==> config.mk <==
export PLATFORM = sky130hd
export DESIGN_NAME = llc_pipe_ctrl_flat
export DESIGN_NICKNAME = d
export VERILOG_FILES = /design/src/rtl/llc_pipe_ctrl_pkg.sv /design/src/rtl/llc_pipe_ctrl_if.sv /design/src/rtl/llc_rr_arbiter.sv /design/src/rtl/llc_pipe_ctrl.sv /design/src/flat_wrapper.sv
export SDC_FILE = /design/constraint.sdc
export NUM_CORES = 1
export LEC_CHECK = 0
export ABC_AREA = 1
export CAP_MARGIN = 20
export CORE_MARGIN = 1
export CORE_UTILIZATION = 48
export CTS_BUF_LIST = sky130_fd_sc_hd__clkbuf_16
export CTS_CLUSTER_SIZE = 12
export DETAILED_ROUTE_END_ITERATION = 8
export GPL_ROUTABILITY_DRIVEN = 1
export PLACE_DENSITY_LB_ADDON = 0.05
export SETUP_SLACK_MARGIN = 0.02
export SYNTH_ARGS = -nofsm -noshare
export SYNTH_HDL_FRONTEND = slang
export SYNTH_HIERARCHICAL = 1
export SYNTH_SLANG_ARGS = --single-unit
==> constraint.sdc <==
create_clock -name clk -period 4.72 [get_ports clk]
set_input_delay 0.708 -clock clk [delete_from_list [all_inputs] [get_ports clk]]
set_output_delay 0.708 -clock clk [all_outputs]
set_load 0.01 [all_outputs]
==> src/rtl/llc_pipe_ctrl_pkg.sv <==
// Shared LLC pipeline constants: state encoding and parameter limits.
// Counter widths are sized from the limits so every legal setting fits.
package llc_pipe_ctrl_pkg;

  localparam int unsigned RD_LAT_MIN = 1;
  localparam int unsigned RD_LAT_MAX = 4;
  localparam int unsigned TMO_MIN    = 1;
  localparam int unsigned TMO_MAX    = 65535;

  localparam int unsigned RD_CNT_W  = $clog2(RD_LAT_MAX);
  localparam int unsigned TMO_CNT_W = $clog2(TMO_MAX + 1);

  typedef enum logic [2:0] {
    StDecode  = 3'd0,
    StReadSet = 3'd1,
    StReadMem = 3'd2,
    StLookup  = 3'd3,
    StProcess = 3'd4,
    StUpdate  = 3'd5
  } pipe_state_e;

endpackage

==> src/rtl/llc_pipe_ctrl_if.sv <==
// Request/accept handshakes and stage-enable outputs of the LLC pipeline controller.
// The slave modport is the controller's view; master is the environment's view.
interface llc_pipe_ctrl_if #(
  parameter int unsigned NUM_CH = 4
);
  localparam int unsigned SEL_W = $clog2(NUM_CH);

  logic              rst_tb_valid;
  logic              rsp_valid;
  logic [NUM_CH-1:0] ch_valid;
  logic              stall;
  logic              process_done;
  logic              resume;
  logic              done_ready;

  logic              rst_tb_ready;
  logic              rsp_ready;
  logic [NUM_CH-1:0] ch_ready;
  logic [SEL_W-1:0]  sel;
  logic              rd_set_en;
  logic              rd_mem_en;
  logic              lookup_en;
  logic              process_en;
  logic              update_en;
  logic              rst_tb_done_valid;
  logic              tmo_err;
  logic              busy;

  modport master (
    output rst_tb_valid, rsp_valid, ch_valid, stall, process_done, resume, done_ready,
    input  rst_tb_ready, rsp_ready, ch_ready, sel, rd_set_en, rd_mem_en, lookup_en,
           process_en, update_en, rst_tb_done_valid, tmo_err, busy
  );

  modport slave (
    input  rst_tb_valid, rsp_valid, ch_valid, stall, process_done, resume, done_ready,
    output rst_tb_ready, rsp_ready, ch_ready, sel, rd_set_en, rd_mem_en, lookup_en,
           process_en, update_en, rst_tb_done_valid, tmo_err, busy
  );

endinterface

==> src/rtl/llc_rr_arbiter.sv <==
// Round-robin arbiter: searches from last+1 (wrapping) for the first requester.
// A high mask suppresses every request.
module llc_rr_arbiter #(
  parameter int unsigned NUM_CH = 4,
  parameter int unsigned IDX_W  = $clog2(NUM_CH)
) (
  input  logic [NUM_CH-1:0] req,
  input  logic              mask,
  input  logic [IDX_W-1:0]  last,
  output logic [NUM_CH-1:0] grant,
  output logic [IDX_W-1:0]  index
);

  int unsigned      cand;
  logic [IDX_W-1:0] cand_idx;
  logic             found;

  always_comb begin
    grant    = '0;
    index    = '0;
    found    = 1'b0;
    cand     = 0;
    cand_idx = '0;
    for (int unsigned i = 1; i <= NUM_CH; i++) begin
      cand     = (32'(last) + i) % NUM_CH;
      cand_idx = IDX_W'(cand);
      if (!found && !mask && req[cand_idx]) begin
        grant[cand_idx] = 1'b1;
        index           = cand_idx;
        found           = 1'b1;
      end
    end
  end

endmodule

==> src/rtl/llc_pipe_ctrl.sv <==
// LLC pipeline sequencer: arbitrates reset/flush, response and channel requests in DECODE,
// then steps READ_SET, READ_MEM, LOOKUP, PROCESS (with timeout) and UPDATE.
module llc_pipe_ctrl
  import llc_pipe_ctrl_pkg::*;
#(
  parameter int unsigned NUM_CH = 4,
  parameter int unsigned RD_LAT = 1,
  parameter int unsigned TMO    = 255
) (
  input  logic           clk,
  input  logic           rst,
  llc_pipe_ctrl_if.slave bus
);

  localparam int unsigned            SEL_W    = $clog2(NUM_CH);
  localparam logic [RD_CNT_W-1:0]    RD_LOAD  = RD_CNT_W'(RD_LAT - 1);
  localparam logic [TMO_CNT_W-1:0]   TMO_LAST = TMO_CNT_W'(TMO - 1);

  if (NUM_CH < 2 || NUM_CH > 8 || RD_LAT < RD_LAT_MIN || RD_LAT > RD_LAT_MAX ||
      TMO < TMO_MIN || TMO > TMO_MAX) begin : g_bad_param
    $error("llc_pipe_ctrl: parameter out of range");
  end

  pipe_state_e          state_q, state_d;
  logic [SEL_W-1:0]     last_q, last_d;
  logic [RD_CNT_W-1:0]  rd_cnt_q, rd_cnt_d;
  logic [TMO_CNT_W-1:0] tmo_cnt_q, tmo_cnt_d;
  logic                 tmo_err_q, tmo_err_d;
  logic [NUM_CH-1:0]    arb_grant;
  logic [SEL_W-1:0]     arb_index;

  llc_rr_arbiter #(
    .NUM_CH(NUM_CH)
  ) u_arb (
    .req  (bus.ch_valid),
    .mask (bus.stall),
    .last (last_q),
    .grant(arb_grant),
    .index(arb_index)
  );

  always_comb begin
    state_d          = state_q;
    last_d           = last_q;
    rd_cnt_d         = rd_cnt_q;
    tmo_cnt_d        = tmo_cnt_q;
    tmo_err_d        = tmo_err_q;
    bus.rst_tb_ready = 1'b0;
    bus.rsp_ready    = 1'b0;
    bus.ch_ready     = '0;
    unique case (state_q)
      StDecode: begin
        // Readies are combinational, so hold them off while reset is asserted.
        if (rst) begin
          if (bus.rst_tb_valid) begin
            bus.rst_tb_ready = 1'b1;
            state_d          = StReadSet;
          end else if (bus.rsp_valid) begin
            bus.rsp_ready = 1'b1;
            state_d       = StReadSet;
          end else if (|arb_grant) begin
            bus.ch_ready = arb_grant;
            last_d       = arb_index;
            state_d      = StReadSet;
          end
        end
      end
      StReadSet: begin
        rd_cnt_d = RD_LOAD;
        state_d  = StReadMem;
      end
      StReadMem: begin
        if (rd_cnt_q == '0) begin
          state_d = StLookup;
        end else begin
          rd_cnt_d = rd_cnt_q - 1'b1;
        end
      end
      StLookup: begin
        tmo_cnt_d = '0;
        state_d   = StProcess;
      end
      StProcess: begin
        // A completion in the timeout cycle wins: no error is flagged.
        if (bus.process_done) begin
          tmo_cnt_d = '0;
          state_d   = StUpdate;
        end else if (tmo_cnt_q == TMO_LAST) begin
          tmo_cnt_d = '0;
          tmo_err_d = 1'b1;
          state_d   = StUpdate;
        end else begin
          tmo_cnt_d = tmo_cnt_q + 1'b1;
        end
      end
      StUpdate: begin
        if (!bus.resume || bus.done_ready) begin
          state_d = StDecode;
        end
      end
      default: state_d = StDecode;
    endcase
  end

  always_ff @(posedge clk or negedge rst) begin
    if (!rst) begin
      state_q   <= StDecode;
      last_q    <= SEL_W'(NUM_CH - 1);
      rd_cnt_q  <= '0;
      tmo_cnt_q <= '0;
      tmo_err_q <= 1'b0;
    end else begin
      state_q   <= state_d;
      last_q    <= last_d;
      rd_cnt_q  <= rd_cnt_d;
      tmo_cnt_q <= tmo_cnt_d;
      tmo_err_q <= tmo_err_d;
    end
  end

  assign bus.rd_set_en         = (state_q == StReadSet);
  assign bus.rd_mem_en         = (state_q == StReadMem);
  assign bus.lookup_en         = (state_q == StLookup);
  assign bus.process_en        = (state_q == StLookup) || (state_q == StProcess);
  assign bus.update_en         = (state_q == StUpdate);
  assign bus.rst_tb_done_valid = (state_q == StUpdate) && bus.resume;
  assign bus.tmo_err           = tmo_err_q;
  assign bus.busy              = (state_q != StDecode);
  assign bus.sel               = rst ? last_q : '0;

endmodule

==> src/flat_wrapper.sv <==
// flat-port wrapper written by rule: the top's interface ports become plain ports
module llc_pipe_ctrl_flat import llc_pipe_ctrl_pkg::*;
#(
  parameter int unsigned NUM_CH = 4,
  parameter int unsigned RD_LAT = 1,
  parameter int unsigned TMO    = 255
)
  (clk, rst, bus_rst_tb_valid, bus_rsp_valid, bus_ch_valid, bus_stall, bus_process_done, bus_resume, bus_done_ready, bus_rst_tb_ready, bus_rsp_ready, bus_ch_ready, bus_sel, bus_rd_set_en, bus_rd_mem_en, bus_lookup_en, bus_process_en, bus_update_en, bus_rst_tb_done_valid, bus_tmo_err, bus_busy);
  llc_pipe_ctrl_if #(.NUM_CH(NUM_CH)) bus_i ();
  input  logic clk;
  input  logic rst;
  input wire logic [$bits(bus_i.rst_tb_valid)-1:0] bus_rst_tb_valid;
  input wire logic [$bits(bus_i.rsp_valid)-1:0] bus_rsp_valid;
  input wire logic [$bits(bus_i.ch_valid)-1:0] bus_ch_valid;
  input wire logic [$bits(bus_i.stall)-1:0] bus_stall;
  input wire logic [$bits(bus_i.process_done)-1:0] bus_process_done;
  input wire logic [$bits(bus_i.resume)-1:0] bus_resume;
  input wire logic [$bits(bus_i.done_ready)-1:0] bus_done_ready;
  output wire logic [$bits(bus_i.rst_tb_ready)-1:0] bus_rst_tb_ready;
  output wire logic [$bits(bus_i.rsp_ready)-1:0] bus_rsp_ready;
  output wire logic [$bits(bus_i.ch_ready)-1:0] bus_ch_ready;
  output wire logic [$bits(bus_i.sel)-1:0] bus_sel;
  output wire logic [$bits(bus_i.rd_set_en)-1:0] bus_rd_set_en;
  output wire logic [$bits(bus_i.rd_mem_en)-1:0] bus_rd_mem_en;
  output wire logic [$bits(bus_i.lookup_en)-1:0] bus_lookup_en;
  output wire logic [$bits(bus_i.process_en)-1:0] bus_process_en;
  output wire logic [$bits(bus_i.update_en)-1:0] bus_update_en;
  output wire logic [$bits(bus_i.rst_tb_done_valid)-1:0] bus_rst_tb_done_valid;
  output wire logic [$bits(bus_i.tmo_err)-1:0] bus_tmo_err;
  output wire logic [$bits(bus_i.busy)-1:0] bus_busy;
  assign bus_i.rst_tb_valid = bus_rst_tb_valid;
  assign bus_i.rsp_valid = bus_rsp_valid;
  assign bus_i.ch_valid = bus_ch_valid;
  assign bus_i.stall = bus_stall;
  assign bus_i.process_done = bus_process_done;
  assign bus_i.resume = bus_resume;
  assign bus_i.done_ready = bus_done_ready;
  assign bus_rst_tb_ready = bus_i.rst_tb_ready;
  assign bus_rsp_ready = bus_i.rsp_ready;
  assign bus_ch_ready = bus_i.ch_ready;
  assign bus_sel = bus_i.sel;
  assign bus_rd_set_en = bus_i.rd_set_en;
  assign bus_rd_mem_en = bus_i.rd_mem_en;
  assign bus_lookup_en = bus_i.lookup_en;
  assign bus_process_en = bus_i.process_en;
  assign bus_update_en = bus_i.update_en;
  assign bus_rst_tb_done_valid = bus_i.rst_tb_done_valid;
  assign bus_tmo_err = bus_i.tmo_err;
  assign bus_busy = bus_i.busy;
  llc_pipe_ctrl #(.NUM_CH(NUM_CH), .RD_LAT(RD_LAT), .TMO(TMO)) u_core (.clk(clk), .rst(rst), .bus(bus_i));
endmodule
==> results.py, run 1 <==
metrics = {
    "final_layout": {
        "layout-drive-gt1-share_pct": 15.2,
        "fillers": 371,
        "diodes": 0,
        "multi_input_area_mm2": 0.00126,
        "regArea_um2": 603,
        "final_nets": 358,
        "fin_util_pct": 61.1,
        "syn_to_final_growth_pct": 19.1,
        "final_common_cell": "nand2_1",
        "final_cell_mix": "69 x nand2_1, 41 x inv_1, 41 x nand3_1, 32 x nor2_1, 27 x clkdlybuf4s50_1",
    },
    "yosys": {
        "synth_top_family_by_area": "simple AND/OR/NAND/NOR gates",
        "syn_inst": 306,
        "ys_seq_area_share_pct": 28.6,
        "yosysTopAreaCell": "dfrtp_1",
        "synthSimpleGateAreaFrac_pct": 46.7,
        "ys.warnings.count": 6,
        "netlist.area_leader.share_pct": 26.1,
        "synth_xor_area_share_pct": 2.08,
        "avgSynthCellArea_um2": 6.89,
        "synthMuxAreaShare_pct": 0,
        "synth_nets": 328,
        "synth_area_mm2": 0.00211,
        "synth_compound_gate_area_share_pct": 5.22,
        "ys_ff_latch": 24,
        "synth_cell_types": 31,
        "netlist_top_cells_area": "dfrtp_1 26%, nand2_1 12%, nand3_1 9.7%",
        "synthAdderAreaFrac_pct": 5.93,
    },
    "floorplanning": {
        "die_h_um": 68.3,
        "die_area_mm2": 0.00466,
        "fp.dieW_um": 68.3,
        "io_pins": 28,
        "start_util_pct": 51.3,
        "core_area_mm2": 0.00412,
        "num_rows": 23,
    },
    "routing": {
        "wl_per_cell_um": 12.0,
        "drt_iter0_markers": 86,
        "firstDrtPassIters": 4,
        "viasPerCell": 5.03,
        "drc_errors": 0,
        "drt-total-wl_um": 4640,
        "num_vias": 1937,
        "antenna_left": 0,
    },
    "job": {
        "maxCapViolCount": 0,
    },
    "min_path": {
        "hp-class": "register to register",
        "worst_hold_path.num_cells": 1,
    },
    "sta": {
        "rsz0062_at_grt": "false",
        "hold_violations": 0,
        "tns_ps": 0,
        "setup_viol": 0,
        "min_period_ps": 3770,
        "tightest_slew_ps": 355,
        "final-max-slew-violation-count": 0,
        "fin_crit_sh_pct": 79.8,
        "timing.fmax_ghz": 0.266,
        "slew_headroom_pct": 76.3,
        "fin_skew_ps": 8.06,
    },
    "worst_setup_path": {
        "setup.worst_path.start_class": "register",
        "crit_type": "register to output pin",
        "required_ps": 4010,
        "cp.arrival_ps": 3060,
        "cp_max_fo": 12,
        "end_kind": "output pin",
        "reg2regPathDepth": 16,
    },
    "grt": {
        "antenna_found_initial": 0,
        "grt_usage_pct": 21.7,
        "grt_pass1_vias": 1744,
        "grt_pass1_wl_um": 7560,
        "grt_start_max_net_pins": 29,
        "grt_remaining_overflow": 0,
    },
    "pwr": {
        "p_per_area_mw_per_mm2": 418,
        "max-vdd-ir-drop_mv": 0.169,
        "cellLeakagePower_nw": 1.21,
    },
    "clock_network": {
        "cts_tree": "built",
        "clk_pin_slew_ps": 70,
        "clk-insertion-delay-late_ps": 260,
        "htreeDepth": 1,
        "clockBufferDepth": 2,
        "clock_sinks": 24,
        "ctsHoldBuffers": 0,
        "post_cts_buffers": 0,
        "cts-root-buf": "clkbuf_16",
        "cts_buffers": 3,
        "cts_resized": 0,
    },
    "place": {
        "dp_hpwl_um": 3560,
        "io_buffers": 27,
        "gp_congestion": 0.821,
    },
    "status": {
        "status": "complete, no violations",
    },
}
[worst paths after layout]
path / endpoint / slack [ps] / start
setup / recovery: bus_ch_ready[0] / 950 / u_core/last_q[0]$_DFFE_PN1P_
hold / removal: u_core/bus.tmo_err$_DFFE_PN0P_ / 480 / u_core/bus.tmo_err$_DFFE_PN0P_
setup reg to reg: u_core/state_q[2]$_DFFE_PN0P_ / 1990 / u_core/last_q[0]$_DFFE_PN1P_
hold reg to reg: u_core/bus.tmo_err$_DFFE_PN0P_ / 480 / u_core/bus.tmo_err$_DFFE_PN0P_
max in group asynchronous: u_core/last_q[0]$_DFFE_PN1P_ / 3440 / rst
min in group asynchronous: u_core/tmo_cnt_q[10]$_DFFE_PN0P_ / 970 / rst
[through the flow]
stage	cells	total power, W	worst slack (ps)	area [µm²]	hold slack [ps]
CTS	385	0.00106	990	2510	487
global placement	381	0.000805	1270	2410	455
global route	385	0.00113	749	2510	518
detailed placement	381	0.000808	1280	2410	471
finish	385	0.00105	955	2510	480
floorplan	306	0.000684	1980	2110	412
[cell families after synthesis]
| logic type | count (synthesis) |
|---|---|
| buffers and inverters | 56 |
| and+or+nand+nor | 191 |
| xor gates and xnor gates | 5 |
| DFF | 24 |
| adders and majority gates | 10 |
| AOI/OAI and AO/OA | 20 |
[cells in the mapped netlist (all sizes together)]
master	number
buf	3
xnor2	3
nand4	9
and2	1
nor2	42
nor3	5
xor2	2
a31o	1
o22ai	2
ha	10
nor4	1
o21ai	13
a21oi	4
dfrtp	22
nand3	46
or2	1
nand3b	1
dfstp	2
clkinv	4
nand2	85
inv	49
[power breakdown]
group | internal [W] | switching (W) | total (W)
Clock | 0.000169 | 0.0000726 | 0.000241
Sequential | 0.000238 | 0.0000549 | 0.000293
Combinational | 0.000186 | 0.000329 | 0.000515
[registers in the layout (all words and copies together) (netlist names)]
name                cells
u_core/bus.tmo_err      1
u_core/last_q           2
u_core/rd_cnt_q         2
u_core/state_q          3
u_core/tmo_cnt_q       16
[worst max-delay path, cell delays in order (launching register included)]
cell             delay, ps
dfstp_2                690
inv_2                  170
ha_1                   380
inv_1                  130
nand3_2                100
nand2_4                120
nand2_2                 70
nor2_4                 220
nand3_1                110
nand3_1                130
inv_1                   50
nor2_1                  90
clkdlybuf4s50_1        550
[per-layer routing]
layer	vias to the layer above	track usage (%)	wire (µm)
li1	1029	-	-
met2	34	38.5	2280
met5	-	0	0
met3	2	3.50	131
met1	872	27.3	2200
met4	0	4.69	29
[layout make-up]
class / instances / area share [%]
multi-input combinational: 226 / 50.3
sequential: 24 / 24.0
timing repair buffer: 28 / 11.1
inverter: 53 / 7.92
clock buffer: 3 / 2.99
tap: 50 / 2.49
clock inverter: 1 / 1.20
Note: power is estimated with default switching activity, not from simulation.
==> run 2, diff against run 1 <==
==> constraint.sdc (replaced) <==
create_clock -name clk -period 3.6 [get_ports clk]
set_input_delay 0.54 -clock clk [delete_from_list [all_inputs] [get_ports clk]]
set_output_delay 0.54 -clock clk [all_outputs]
set_load 0.01 [all_outputs]
==> results.py, run 2 (same netlist as run 1, synthesis figures left out) <==
metrics = {
    "worst_setup_path": {
        "required_ps": 3060,
        "end_kind": "output pin",
        "cp_max_fo": 8,
        "crit_type": "register to output pin",
        "setup.worst_path.start_class": "register",
        "cp.arrival_ps": 2910,
    },
    "pwr": {
        "cellLeakagePower_nw": 1.20,
        "max-vdd-ir-drop_mv": 0.248,
        "p_per_area_mw_per_mm2": 523,
    },
    "grt": {
        "grt_remaining_overflow": 0,
        "grt_pass1_vias": 1772,
        "grt_start_max_net_pins": 29,
        "grt_usage_pct": 21.8,
        "grt_pass1_wl_um": 7700,
        "antenna_found_initial": 0,
    },
    "final_layout": {
        "top_register": "u_core/tmo_cnt_q",
        "final_common_cell": "nand2_1",
        "layout-drive-gt1-share_pct": 15.7,
        "reg_top3": "u_core/tmo_cnt_q (16), u_core/state_q (3)",
        "final_cell_mix": "69 x nand2_1, 41 x inv_1, 41 x nand3_1, 32 x nor2_1, 27 x clkdlybuf4s50_1",
        "diodes": 0,
        "syn_to_final_growth_pct": 18.9,
        "largest_register_ffs": 16,
        "final_nets": 361,
    },
    "floorplanning": {
        "num_rows": 23,
        "die_area_mm2": 0.00466,
        "core_area_mm2": 0.00412,
        "io_pins": 28,
        "fp.dieW_um": 68.3,
        "die_h_um": 68.3,
        "start_util_pct": 51.3,
    },
    "sta": {
        "tightest_slew_ps": 369,
        "timing.fmax_ghz": 0.290,
        "min_period_ps": 3450,
        "final-max-slew-violation-count": 0,
        "fin_skew_ps": 5.12,
        "slew_headroom_pct": 75.4,
        "tns_ps": 0,
        "setup_viol": 0,
        "rsz0062_at_grt": "false",
        "hold_violations": 0,
        "fin_ws_ps": 149,
        "fin_crit_sh_pct": 95.8,
    },
    "clock_network": {
        "cts_buffers": 3,
        "clockBufferDepth": 2,
        "post_cts_buffers": 0,
        "cts_tree": "built",
        "htreeDepth": 1,
        "clock_sinks": 24,
        "clk-insertion-delay-late_ps": 260,
        "cts-root-buf": "clkbuf_16",
        "clk_pin_slew_ps": 60,
        "cts_resized": 0,
    },
    "routing": {
        "drt_iter0_markers": 150,
        "drc_errors": 0,
        "viasPerCell": 4.98,
        "wl_per_cell_um": 12.1,
        "drt-total-wl_um": 4700,
        "firstDrtPassIters": 5,
        "drt-met1-wl_um": 2260,
        "wl_met2_um": 2260,
        "num_vias": 1934,
        "dr_wl_met3_um": 158,
        "dr.max_layer_used": "met4",
        "antenna_left": 0,
    },
    "place": {
        "gp_congestion": 0.969,
        "dp_hpwl_um": 3420,
        "dp_slack_ps": 500,
        "io_buffers": 27,
    },
    "job": {
        "maxCapViolCount": 0,
    },
    "min_path": {
        "hp-class": "register to register",
    },
    "status": {
        "status": "complete, no violations",
    },
}
[run 2: cell count changes in the layout (fill, tap and decap cells not counted)]
cell	change
bufinv_16	-1
nor2_2	+1
clkinv_1	+1
buf_4	+2
[run 2: layer usage]
layer | global-route usage (%) | vias up
met2 | 39.3 | 45
met5 | 0 | -
li1 | - | 1036
met1 | 27.5 | 851
met3 | 2.83 | 2
met4 | 4.17 | 0
[run 2: timing repair]
action                                 CTS  global route
hold buffers                             0             0
setup endpoints to repair                0             2
endpoints found under the hold margin    0             0
[run 2: final cells by class]
class	instances	area, µm²
fillers	403	1610
multi-input cells	227	1270
flip-flops and latches	24	603
repair buffers	30	293
inverters	53	199
clock buffers	3	75.1
well taps	50	62.6
clock inverters	1	3.75
[run 2: path summary, 6_finish.rpt]
kind | start | to | slack (ps) | cells after the start
worst max register to register | u_core/last_q[1]$_DFFE_PN1P_ | u_core/state_q[2]$_DFFE_PN0P_ | 980 | 16
min in group asynchronous | rst | u_core/tmo_cnt_q[6]$_DFFE_PN0P_ | 830 | 2
worst max-delay path | u_core/last_q[1]$_DFFE_PN1P_ | bus_ch_ready[3] | 150 | 12
worst min-delay path | u_core/bus.tmo_err$_DFFE_PN0P_ | u_core/bus.tmo_err$_DFFE_PN0P_ | 460 | 1
max in group asynchronous | rst | u_core/last_q[0]$_DFFE_PN1P_ | 2450 | 2
worst min register to register | u_core/bus.tmo_err$_DFFE_PN0P_ | u_core/bus.tmo_err$_DFFE_PN0P_ | 460 | 1
[run 2: critical path: stages (launching register included)]
cell and delay (ps):
dfstp_2 530, inv_1 120, ha_1 370, inv_1 140, nand3_2 110, nand2_4 120, nand2_2 100, nor2_2 250
nand3_1 110, nand3_1 120, inv_1 50, nor2_1 100, clkdlybuf4s50_1 540
[run 2: through the flow]
stage | cell area (µm²) | power, W | std cells | hold WS [ps] | util [%]
detailed placement | 2420 | 0.00106 | 383 | 456 | 58.9
floorplan | 2110 | 0.000897 | 306 | 244 | -
global placement | 2420 | 0.00107 | 383 | 461 | 58.9
global route | 2510 | 0.00143 | 388 | 493 | 60.9
finish | 2510 | 0.00131 | 388 | 463 | 60.9
CTS | 2500 | 0.00131 | 387 | 470 | 60.8
[run 2: report_power, final]
group | internal [W] | switching (W) | total [W] | leakage [nW]
clock | 0.000148 | 0.0000945 | 0.000243 | 0.0385
combinational | 0.000253 | 0.000456 | 0.000708 | 0.844
sequential | 0.000311 | 0.0000497 | 0.000361 | 0.322
total | 0.000712 | 0.000600 | 0.00131 | 1.20
==> run 3, diff against run 2 <==
--- a/config.mk
+++ b/config.mk
@@ -7,6 +7,7 @@
 export LEC_CHECK = 0
 export ABC_AREA = 1
 export CAP_MARGIN = 20
+export CORE_ASPECT_RATIO = 0.9
 export CORE_MARGIN = 1
 export CORE_UTILIZATION = 48
 export CTS_BUF_LIST = sky130_fd_sc_hd__clkbuf_16
@@ -15,6 +16,7 @@
 export GPL_ROUTABILITY_DRIVEN = 1
 export PLACE_DENSITY_LB_ADDON = 0.05
 export SETUP_SLACK_MARGIN = 0.02
+export SKIP_LAST_GASP = 1
 export SYNTH_ARGS = -nofsm -noshare
 export SYNTH_HDL_FRONTEND = slang
 export SYNTH_HIERARCHICAL = 1
==> results.py, run 3 (same netlist as run 1, synthesis figures left out) <==
metrics = {
    "sta": {
        "timing.fmax_ghz": 0.293,
        "fin_skew_ps": 3.72,
        "tns_ps": 0,
        "rsz0062_at_grt": "false",
        "setup_viol": 0,
        "slew_headroom_pct": 76.2,
        "hold_violations": 0,
        "final-max-slew-violation-count": 0,
        "fin_crit_sh_pct": 94.9,
        "min_period_ps": 3420,
        "tightest_slew_ps": 357,
    },
    "clock_network": {
        "htreeDepth": 1,
        "clk_pin_slew_ps": 70,
        "cts-root-buf": "clkbuf_16",
        "cts_buffers": 3,
        "cts_tree": "built",
        "clock_sinks": 24,
        "clk-insertion-delay-late_ps": 260,
        "clockBufferDepth": 2,
    },
    "grt": {
        "grt_start_max_net_pins": 29,
        "grt_pass1_vias": 1778,
        "grt_pass1_wl_um": 7800,
        "grt_remaining_overflow": 0,
        "grt_usage_pct": 21.2,
        "antenna_found_initial": 0,
    },
    "final_layout": {
        "largest_register_ffs": 16,
        "final_cell_mix": "69 x nand2_1, 41 x inv_1, 41 x nand3_1, 32 x nor2_1, 27 x clkdlybuf4s50_1",
        "top_register": "u_core/tmo_cnt_q",
        "fillers": 391,
        "syn_to_final_growth_pct": 21.3,
        "diodes": 0,
        "regArea_um2": 603,
        "layout-drive-gt1-share_pct": 16.2,
        "reg_top3": "u_core/tmo_cnt_q (16), u_core/state_q (3)",
        "fin_util_pct": 61.6,
        "final_nets": 362,
        "multi_input_area_mm2": 0.00128,
        "final_common_cell": "nand2_1",
    },
    "worst_setup_path": {
        "cp_max_fo": 8,
        "setup.worst_path.start_class": "register",
        "slowest_delay_ps": 540,
        "critical_path.top_delay_family": "buffers and inverters",
        "required_ps": 3060,
        "worstPathCellList": "inv_1, ha_1, inv_1, nand3_2, nand2_4, nand2_2, nor2_2, nand3_1, nand3_1, inv_1, nor2_1, clkdlybuf4s50_1",
        "crit_type": "register to output pin",
        "crit_top_cell": "inv_1",
        "worst-path-buf-inv": 4,
        "end_kind": "output pin",
        "critPathSlowestCell": "clkdlybuf4s50_1",
        "cp.arrival_ps": 2880,
    },
    "status": {
        "status": "complete, no violations",
    },
    "pwr": {
        "max-vdd-ir-drop_mv": 0.394,
        "cellLeakagePower_nw": 1.22,
        "p_per_area_mw_per_mm2": 547,
    },
    "place": {
        "gp_congestion": 0.880,
        "dp_hpwl_um": 3390,
        "io_buffers": 27,
    },
    "floorplanning": {
        "io_pins": 28,
        "die_area_mm2": 0.00466,
        "die_h_um": 64.9,
        "core_area_mm2": 0.00416,
        "start_util_pct": 50.8,
        "fp.dieW_um": 71.9,
        "num_rows": 22,
    },
    "routing": {
        "num_vias": 1943,
        "firstDrtPassIters": 4,
        "drc_errors": 0,
        "drt_iter0_markers": 144,
        "viasPerCell": 4.87,
        "drt-total-wl_um": 4550,
        "antenna_left": 0,
        "wl_per_cell_um": 11.4,
    },
    "job": {
        "maxCapViolCount": 0,
    },
    "min_path": {
        "hp-class": "register to register",
    },
}
-- run 3: path summary, 6_finish.rpt --
path | depth (start not counted) | slack (ps) | to | startpoint
setup / recovery | 12 | 180 | bus_ch_ready[2] | u_core/last_q[1]$_DFFE_PN1P_
hold / removal | 1 | 470 | u_core/bus.tmo_err$_DFFE_PN0P_ | u_core/bus.tmo_err$_DFFE_PN0P_
setup reg to reg | 16 | 1040 | u_core/state_q[2]$_DFFE_PN0P_ | u_core/last_q[1]$_DFFE_PN1P_
hold reg to reg | 1 | 470 | u_core/bus.tmo_err$_DFFE_PN0P_ | u_core/bus.tmo_err$_DFFE_PN0P_
max in group asynchronous | 2 | 2510 | u_core/last_q[0]$_DFFE_PN1P_ | rst
min in group asynchronous | 2 | 780 | u_core/tmo_cnt_q[14]$_DFFE_PN0P_ | rst
-- run 3: what timing repair did --
action / in CTS / in global routing
endpoints found under the hold margin: 0 / 0
buffers inserted: 0 / 1
endpoints found under the setup margin: 0 / 3
hold buffers: 0 / 0
resized for setup: 0 / 1
-- run 3: per-stage QoR --
stage	worst slack [ps]	cells	instance area [µm²]	power (W)	hold WS (ps)
after floorplan	1030	306	2110	0.000897	244
after global placement	492	393	2430	0.00106	456
after detailed placement	504	393	2430	0.00106	456
after CTS	195	397	2540	0.00139	472
after global routing	15.3	399	2560	0.00151	500
final	184	399	2560	0.00140	466
-- run 3: per-layer routing --
metal  track usage, %  share of wire (%)  up-vias
li1                 -                  -     1036
met1             28.7                 50      843
met2             34.6                 43       59
met3             2.49                5.4        5
met4             8.09                1.5        0
met5                0                  0        -
-- run 3: power breakdown --
part	internal, W	switching (W)
Clock	0.000221	0.000102
Combinational	0.000258	0.000458
Sequential	0.000311	0.0000509
-- run 3: layout make-up --
class,instances,area share (%)
clock buffers,3,2.93
well taps,60,2.93
multi-input cells,227,49.9
flip-flops and latches,24,23.6
repair buffers,31,11.7
clock inverters,1,1.17
inverters,53,7.78
-- run 3: worst register-to-register path, stage by stage, from the launching register on --
cell and delay [ps]:
dfstp_2 530, inv_1 130, ha_1 380, inv_1 140
nand3_2 100, nand2_4 120, nand2_2 100, nor2_2 210
nand3_1 90, nand3_1 120, nor2_1 80, nand3_1 90
nand2_1 60, a21oi_2 150, nand2_1 60, nand2_1 50
nand2_1 40
